===== src/rtl/prince_affine_pipe.sv =====
// prince_affine_pipe
//   Share-wise PRINCE affine nibble map (forward or inverse, chosen per
//   transaction) followed by an elastic valid/ready register pipeline.
//   Each share is transformed by its own logic cone, so shares never mix
//   before the first register, and stages isolate neighbouring S-box layers.
//
//   Optional feature: define PRINCE_AFFINE_CONST_EN to XOR the CONST
//   parameter into share 0 (after the forward map, before the inverse map).
//   Without the macro the map is purely linear on every share.
//
// Ports
//   i_clk, i_rst_n : clock (rising edge), asynchronous active-low reset
//   i_valid/o_ready: upstream handshake; i_inv selects inverse map
//   i_data         : SHARES*NIBBLES nibbles, share s at [s*NIBBLES*4 +: NIBBLES*4]
//   o_valid/i_ready: downstream handshake
//   o_data, o_inv  : transformed shares and the carried i_inv flag
//   o_count        : number of occupied stages
module prince_affine_pipe #(
  parameter int         SHARES  = 3,
  parameter int         NIBBLES = 16,
  parameter int         STAGES  = 1,
  parameter logic [3:0] CONST   = 4'hA
) (
  input  logic                              i_clk,
  input  logic                              i_rst_n,
  input  logic                              i_valid,
  output logic                              o_ready,
  input  logic                              i_inv,
  input  logic [SHARES*NIBBLES*4-1:0]       i_data,
  output logic                              o_valid,
  input  logic                              i_ready,
  output logic [SHARES*NIBBLES*4-1:0]       o_data,
  output logic                              o_inv,
  output logic [$clog2(STAGES+1)-1:0]       o_count
);

  localparam int W  = SHARES * NIBBLES * 4;
  localparam int CW = $clog2(STAGES + 1);

`ifdef PRINCE_AFFINE_CONST_EN
  localparam logic [3:0] CONST_MASK = 4'hF;
`else
  localparam logic [3:0] CONST_MASK = 4'h0;
`endif
  // Constant actually applied to share 0 (zero when the feature is off).
  localparam logic [3:0] SHARE0_CONST = CONST & CONST_MASK;

  // Nibble bit b0 is the MSB: b0=n[3], b1=n[2], b2=n[1], b3=n[0].
  function automatic logic [3:0] fwd_nib(input logic [3:0] n);
    return {n[2], n[3], n[0] ^ n[1] ^ n[2], n[1]};
  endfunction

  function automatic logic [3:0] inv_nib(input logic [3:0] n);
    return {n[2], n[3], n[0], n[3] ^ n[1] ^ n[0]};
  endfunction

  // ---------------------------------------------------------------
  // Input transform: one independent cone per nibble of each share
  // ---------------------------------------------------------------
  logic [W-1:0] xform;

  for (genvar gi = 0; gi < SHARES; gi++) begin : g_share
    localparam logic [3:0] K = (gi == 0) ? SHARE0_CONST : 4'h0;
    for (genvar gj = 0; gj < NIBBLES; gj++) begin : g_nib
      logic [3:0] nib_in;
      assign nib_in = i_data[(gi*NIBBLES+gj)*4 +: 4];
      // Constant goes in before the inverse so inverse undoes forward exactly.
      assign xform[(gi*NIBBLES+gj)*4 +: 4] =
        i_inv ? inv_nib(nib_in ^ K) : (fwd_nib(nib_in) ^ K);
    end
  end

  // ---------------------------------------------------------------
  // Elastic stage chain
  // ---------------------------------------------------------------
  logic [STAGES-1:0] valid_vec;
  logic [STAGES-1:0] inv_vec;
  logic [W-1:0]      data_arr [STAGES];
  logic [STAGES-1:0] load;

  // Load enables ripple from the output back to the input: a stage may load
  // when empty or when its successor (or the downstream) takes its content.
  always_comb begin : p_load
    logic take;
    take = i_ready;
    for (int k = STAGES - 1; k >= 0; k--) begin
      load[k] = !valid_vec[k] || take;
      take    = load[k];
    end
  end

  for (genvar gi = 0; gi < STAGES; gi++) begin : g_stage
    logic         valid_d, valid_q;
    logic         inv_d, inv_q;
    logic [W-1:0] data_d, data_q;
    logic         src_valid, src_inv;
    logic [W-1:0] src_data;

    if (gi == 0) begin : g_head
      assign src_valid = i_valid;
      assign src_inv   = i_inv;
      assign src_data  = xform;
    end else begin : g_tail
      assign src_valid = valid_vec[gi-1];
      assign src_inv   = inv_vec[gi-1];
      assign src_data  = data_arr[gi-1];
    end

    always_comb begin
      valid_d = valid_q;
      inv_d   = inv_q;
      data_d  = data_q;
      if (load[gi]) begin
        valid_d = src_valid;
        // Payload only moves with a valid token; otherwise it holds.
        if (src_valid) begin
          inv_d  = src_inv;
          data_d = src_data;
        end
      end
    end

    always_ff @(posedge i_clk or negedge i_rst_n) begin
      if (!i_rst_n) begin
        valid_q <= 1'b0;
        inv_q   <= 1'b0;
        data_q  <= '0;
      end else begin
        valid_q <= valid_d;
        inv_q   <= inv_d;
        data_q  <= data_d;
      end
    end

    assign valid_vec[gi] = valid_q;
    assign inv_vec[gi]   = inv_q;
    assign data_arr[gi]  = data_q;
  end

  // ---------------------------------------------------------------
  // Occupancy counter
  // ---------------------------------------------------------------
  logic          accept, emit;
  logic [CW-1:0] count_d, count_q;

  assign accept = i_valid && load[0];
  assign emit   = valid_vec[STAGES-1] && i_ready;

  always_comb begin
    count_d = count_q;
    if (accept && !emit) begin
      count_d = count_q + CW'(1);
    end else if (emit && !accept) begin
      count_d = count_q - CW'(1);
    end
  end

  always_ff @(posedge i_clk or negedge i_rst_n) begin
    if (!i_rst_n) begin
      count_q <= '0;
    end else begin
      count_q <= count_d;
    end
  end

  assign o_ready = load[0];
  assign o_valid = valid_vec[STAGES-1];
  assign o_inv   = inv_vec[STAGES-1];
  assign o_data  = data_arr[STAGES-1];
  assign o_count = count_q;

endmodule

===== config.mk =====
export PLATFORM = sky130hd
export DESIGN_NAME = prince_affine_pipe
export DESIGN_NICKNAME = d
export VERILOG_FILES = /design/src/rtl/prince_affine_pipe.sv
export SDC_FILE = /design/constraint.sdc
export NUM_CORES = 1
export LEC_CHECK = 0
export CAP_MARGIN = 20
export CORE_AREA = 5 5 127 189
export CTS_CLUSTER_DIAMETER = 80
export DETAILED_ROUTE_END_ITERATION = 7
export DIE_AREA = 0 0 132 194
export PLACE_DENSITY = 0.8
export SLEW_MARGIN = 10
export SYNTH_ARGS = -nofsm -noshare
export SYNTH_HDL_FRONTEND = slang
export SYNTH_SLANG_ARGS = --single-unit

===== constraint.sdc =====
create_clock -name i_clk -period 1.9 [get_ports i_clk]
set_input_delay 0.285 -clock i_clk [delete_from_list [all_inputs] [get_ports i_clk]]
set_output_delay 0.285 -clock i_clk [all_outputs]
set_load 0.1 [all_outputs]

==> impl_metrics.csv, run 1 <==
group,metric,value,unit
timing,final.setup.worst_slack,0.212,ns
final_layout,stdcell_area,0.0138,mm2
synthesis,ys_ff_latch,195,
timing,rsz0062_at_grt,"no",
drt,routed_via_density,5.56,
grt,grt_pass1_vias,8554,
final_layout,multi_input_area,0.00416,mm2
timing,fin_crit,1.69,ns
synthesis,syn_nets,1040,
placed_design,placed_area,0.0132,mm2
timing,setup_viol,0,
die,initial_core_util,42.2,%
clock_tree,clk_pin_slew,0.07,ns
critical_path,cp_num_buf_inv,2,
placed_design,numPortBuffers,392,
clock_tree,clock_latency,0.43,ns
timing,hold_viol,0,
die,die_w,132,um
final_layout,drive_above_1_share,20.9,%
critical_path,cp.arrival,1.40,ns
power,power.leakage,5.54,nW
power,p_per_area,1220,mW/mm2
grt,grt_usage,24.2,%
drt,drc,0,
clock_tree,tritoncts,"built",
synthesis,syn_avg_cell_area,11.1,um2
power,p_total,16.9,mW
flow_run,maxCapViolCount,0,
timing,finalSetupTns,0,ns
critical_path,cp_data_required_time,1.62,ns
critical_path,crit_slowest_cell,"dfrtp_2",
synthesis,synth_area,0.00937,mm2
drt,dr.pass1.iters,6,
drt,ant_nets,0,
power,peakVddDrop,700,uV
grt,grt_remaining_overflow,0,
grt,grt_start_max_net_pins,97,
timing,tightestPinTransition,0.546,ns
die,die_y,194,um
final_layout,fin_nets,1410,
clock_tree,clock-root-buffer,"clkbuf_16",
placed_design,place_congestion,0.872,
die,row_count,67,
placed_design,pre_cts_ws,0.0798,ns
critical_path,cp_top_family,"flip-flops",
clock_tree,clockBufferDepth,2,
outcome,status,"finished, final reports clean",
timing,period_share,88.8,%
critical_path,cp-start-kind,"register",
worst_hold_path,hp-class,"in -> reg",
critical_path,worst_setup_path_end_kind,"output pin",
timing,maxSlewViolCount,0,
die,die_area,0.0256,mm2
timing,slew_headroom,63.6,%
placed_design,hpwl,23400,um
critical_path,slowest_delay,0.44,ns
final_layout,fill_cells,1812,
die,io_pins,393,
synthesis,yosysSeqAreaShare,52.1,%
clock_tree,numCtsBuffers,17,
critical_path,critPathMaxFanout,27,
clock_tree,cts_sinks,195,
critical_path,worstSetupPathType,"reg -> out",
timing,skew,0.00500,ns
critical_path,path_cells,"nand2b_4 > buf_12 > buf_12",
final_layout,ff_latch_area,0.00488,mm2
grt,antenna_found_initial,4,
grt,grt_pass1_wl,49200,um
synthesis,yosysUniqueCellTypes,18,
timing,fmax,592,MHz
drt,vias,8374,
drt,dr.first_iter.drc_count,363,
synthesis,synth_cells,843,
die,core_area,0.0222,mm2
final_layout,synthToLayoutAreaGrowth,47.2,%
critical_path,cpMostUsedCell,"buf_12",
clock_tree,htreeDepth,4,
drt,drt-wirelength-per-cell,21.0,um
drt,wirelength,31600,um
synthesis,yosys_warnings,0,
## final cells by class
cell class,instances,area share (%)
Tap cell,276,2.50
Inverter,1,0.0272
Multi-Input combinational cell,584,30.1
Clock inverter,11,0.916
Clock buffer,21,3.41
Timing Repair Buffer,414,27.5
Sequential cell,195,35.4
Antenna cell,4,0.0726
## where the power goes
part	internal (mW)	switching, mW
Combinational	1.84	6.18
Clock	2.05	1.64
Sequential	4.79	0.372
## final timing paths
check                               startpoint                      end  slack (ns)  depth (start not counted)
max reg2reg                o_valid$_DFFE_PN0P_   o_data[68]$_DFFE_PN0P_        0.45                          5
min reg2reg                o_count$_DFFE_PN0P_      o_count$_DFFE_PN0P_        0.47                          1
min in group asynchronous              i_rst_n  o_data[165]$_DFFE_PN0P_        0.40                          2
max in group asynchronous              i_rst_n   o_data[65]$_DFFE_PN0P_        0.88                          3
min                                      i_inv  o_data[133]$_DFFE_PN0P_        0.26                          3
max                        o_valid$_DFFE_PN0P_                  o_ready        0.21                          3
## worst min-delay path, delay by kind of cell
family	cells	cell delay, ns
AOI/OAI and AO/OA	1	0.07
buffers and inverters	1	0.16
and+or+nand+nor	1	0.13
## metrics by stage
step           utilization (%)  hold WS, ns  instances
5_1_grt                   62.1        0.262       1506
3_5_place_dp              59.3        0.310       1469
3_3_place_gp              59.3        0.316       1469
2_1_floorplan                -      -0.0106        843
6_report                  62.1        0.258       1506
4_1_cts                   62.0        0.246       1502
## cell usage after synthesis
library cell | count | share of area [%]
dfrtp_1 | 195 | 52
mux2_1 | 97 | 12
a21oi_1 | 96 | 5.1
a31oi_1 | 96 | 6.4
o21ai_0 | 96 | 5.1
or3_1 | 96 | 6.4
xnor2_1 | 96 | 9.0
clkbuf_1 | 36 | 1.4
buf_2 | 12 | 0.64
buf_6 | 9 | 1.1
buf_4 | 6 | 0.48
nand2b_1 | 2 | 0.13
and2_1 | 1 | 0.067
inv_2 | 1 | 0.040
mux2i_1 | 1 | 0.11
nand2_1 | 1 | 0.040
nand2_2 | 1 | 0.067
xor2_1 | 1 | 0.094
## registers in the layout (all words and copies together) (netlist names)
register  cells
o_data      192
o_valid       1
o_inv         1
o_count       1
## cell families after synthesis
kind of cell    count (synthesis)  synth area share, %
buf+inv                        64                 3.69
mux                            98                 11.8
xor+xnor                       97                 9.07
compound gates                288                 16.7
simple gates                  101                 6.72
flops                         195                 52.1
## cell usage in the layout (no fill, tap or decap), types with 2 or more instances in the layout
| cell type | Yosys | final |
|---|---|---|
| buf_4 | 6 | 202 |
| dfrtp_1 | 195 | 194 |
| clkdlybuf4s50_1 | 0 | 193 |
| mux2_1 | 97 | 97 |
| xnor2_1 | 96 | 96 |
| o21ai_0 | 96 | 96 |
| or3_1 | 96 | 96 |
| a21oi_1 | 96 | 96 |
| a31oi_1 | 96 | 96 |
| clkbuf_16 | 0 | 17 |
| buf_12 | 0 | 16 |
| diode_2 | 0 | 4 |
| clkinvlp_4 | 0 | 4 |
| clkbuf_8 | 0 | 4 |
| inv_6 | 0 | 2 |
| bufinv_16 | 0 | 2 |
| clkinv_2 | 0 | 2 |
## routing by layer
metal,global-route usage [%],share of wire [%],vias up
met5,0,0,-
met4,11.6,4.4,0
met3,6.23,6.4,76
met2,42.9,53,336
met1,26.9,36,4119
li1,-,-,3843
## timing repair
| action | in CTS | in global routing |
|---|---|---|
| setup buffers | 0 | 0 |
| hold buffers | 1 | 0 |
| hold endpoints to repair | 49 | 0 |
| resized for setup | 0 | 0 |
Note: power is estimated with default switching activity, not from simulation.
==> inputs of run 2 (changes only) <==
--- a/config.mk
+++ b/config.mk
@@ -10,7 +10,7 @@
 export CTS_CLUSTER_DIAMETER = 80
 export DETAILED_ROUTE_END_ITERATION = 7
 export DIE_AREA = 0 0 132 194
-export PLACE_DENSITY = 0.8
+export PLACE_DENSITY_LB_ADDON = 0.3
 export SLEW_MARGIN = 10
 export SYNTH_ARGS = -nofsm -noshare
 export SYNTH_HDL_FRONTEND = slang
==> run 2 against run 1 <==
  * First-iteration DRC count fell by 28%
  * Maximum frequency fell by 4.1%
  * Sequential power barely moved
  * Sequential share of layout area rose by 0.15 points
  * Cell count did not move
  * Critical path depth did not move
  * Via count fell by 1.5%
  * Utilization fell by 0.26 points
  * Combinational power fell by 0.6%
  * Final area fell by 0.42%
  * Wire length fell by 4.6%
  * Sequential cell count did not move
  * Critical endpoint unchanged
  * Largest cell class unchanged
==> impl_metrics.csv, run 2 (same netlist as run 1, synthesis figures left out) <==
group,metric,value,unit
placed_design,pre_cts_ws,0.120,ns
drt,drc,0,
clock_tree,cts_setup_buffers,0,
placed_design,dp_cells,1469,
critical_path,cp_data_required_time,1.62,ns
timing,period_share,92.6,%
critical_path,worst_setup_path_end_kind,"output pin",
clock_tree,clk_pin_slew,0.07,ns
grt,grt_pass1_vias,8334,
die,die_y,194,um
final_layout,largest_reg_flops,192,
clock_tree,clockBufferDepth,2,
power,swShare,49.0,%
power,p_int,8.53,mW
grt,grt_start_max_net_pins,61,
final_layout,fin_nets,1410,
power,power.leakage,5.52,nW
die,die_w,132,um
timing,setup_viol,0,
die,initial_core_util,42.2,%
power,switchingPower,8.19,mW
drt,wirelength,30100,um
critical_path,critPathMaxFanout,38,
timing,final.setup.worst_slack,0.140,ns
worst_hold_path,hp-class,"in -> async",
final_layout,synthToLayoutAreaGrowth,46.6,%
die,io_pins,393,
critical_path,path_cells,"nand2b_4 > buf_12 > buf_12",
critical_path,rrSetupSlack,0.50,ns
power,p_per_area,1220,mW/mm2
grt,antenna_found_initial,3,
die,die_area,0.0256,mm2
grt,grt_pass1_wl,47100,um
drt,vias,8248,
die,core_area,0.0222,mm2
placed_design,hpwl,22600,um
final_layout,layout_common_cells,"buf_4 (205), dfrtp_1 (194), clkdlybuf4s50_1 (193)",
timing,rsz0062_at_grt,"no",
final_layout,drive_above_1_share,20.9,%
placed_design,numPortBuffers,392,
drt,drt-wirelength-per-cell,20.0,um
timing,skew,0.0131,ns
clock_tree,clock_latency,0.45,ns
clock_tree,tritoncts,"built",
critical_path,reg2reg_to,"o_data[123]$_DFFE_PN0P_",
timing,tightestPinTransition,0.423,ns
placed_design,place_congestion,0.837,
timing,fmax,568,MHz
power,p_clk_share,21.4,%
grt,grt_usage,23.0,%
critical_path,slowest_delay,0.44,ns
timing,fin_crit,1.76,ns
power,p_seq_share,30.9,%
clock_tree,cts_sinks,195,
critical_path,r2r_start,"o_valid$_DFFE_PN0P_",
critical_path,cp.arrival,1.47,ns
timing,maxSlewViolCount,0,
timing,finalSetupTns,0,ns
critical_path,crit_slowest_cell,"dfrtp_2",
power,peakVddDrop,620,uV
outcome,status,"finished, final reports clean",
final_layout,fill_cells,1897,
grt,grt_remaining_overflow,0,
timing,slew_headroom,71.8,%
timing,finalHoldWorstSlack,0.291,ns
drt,dr.first_iter.drc_count,262,
clock_tree,clock-root-buffer,"clkbuf_16",
final_layout,ff_latch_area,0.00488,mm2
critical_path,cpMostUsedCell,"buf_12",
power,pwr-share-comb,47.7,%
drt,dr.pass1.iters,4,
final_layout,final_common_cell,"buf_4",
clock_tree,numCtsBuffers,17,
clock_tree,htreeDepth,4,
critical_path,cp-start-kind,"register",
critical_path,ff2ff_path_depth,4,
final_layout,stdcell_count,1506,
final_layout,multi_input_area,0.00416,mm2
timing,hold_viol,0,
critical_path,worstSetupPathType,"reg -> out",
drt,routed_via_density,5.48,
die,row_count,67,
drt,ant_nets,0,
flow_run,maxCapViolCount,0,
==> run 2: routing by layer <==
layer  track usage, %  up-vias  part of all wire (%)
met5                0        -                     0
met4             8.39        0                   2.8
met3             5.92       46                   6.1
met2             41.3      267                    53
met1             26.1     4089                    38
li1                 -     3846                     -
==> run 2: power by group through the flow <==
stage	logic, mW	clock network, mW	registers [mW]
global placement	7.95	0	5.21
detailed placement	8.00	0	5.23
CTS	8.01	3.65	5.16
floorplan	1.08	0	9.95
finish	7.97	3.58	5.16
global route	8.23	3.79	5.24
==> run 2: repair_timing <==
item	CTS	global route
endpoints found under the setup margin	0	0
hold endpoints to repair	24	0
hold buffers	1	0
gates resized for setup	0	0
==> run 2: how the worst max path moves through the flow <==
stage / cells after the start / from / to / slack (ns)
6_report: 3 / o_valid$_DFFE_PN0P_ / o_ready / 0.14
5_1_grt: 3 / o_valid$_DFFE_PN0P_ / o_ready / 0.08
4_1_cts: 3 / o_valid$_DFFE_PN0P_ / o_ready / 0.11
3_5_place_dp: 5 / i_ready / o_data[123]$_DFFE_PN0P_ / 0.12
3_3_place_gp: 5 / i_ready / o_data[171]$_DFFE_PN0P_ / 0.13
2_1_floorplan: 6 / o_valid$_DFFE_PN0P_ / o_data[102]$_DFFE_PN0P_ / 0.08
==> run 2: stage by stage <==
stage | util (%) | area [um2] | power (mW)
floorplan | - | 9370 | 11.0
global placement | 59.1 | 13100 | 13.2
detailed placement | 59.1 | 13100 | 13.2
CTS | 61.8 | 13700 | 16.8
global route | 61.8 | 13700 | 17.3
finish | 61.8 | 13700 | 16.7
==> run 2: worst max-delay path: cells and delay by family (launching register included) <==
family	cells	cell delay [ns]
simple gates	1	0.14
flops	1	0.44
buf+inv	2	0.43
==> run 2: cell type report <==
cell class	instances	share of cell area [%]
flip-flops and latches	195	35.5
multi-input cells	584	30.3
repair buffers	414	27.4
clock buffers	20	3.33
well taps	276	2.51
clock inverters	12	0.875
diodes	4	0.0729
inverters	1	0.0273
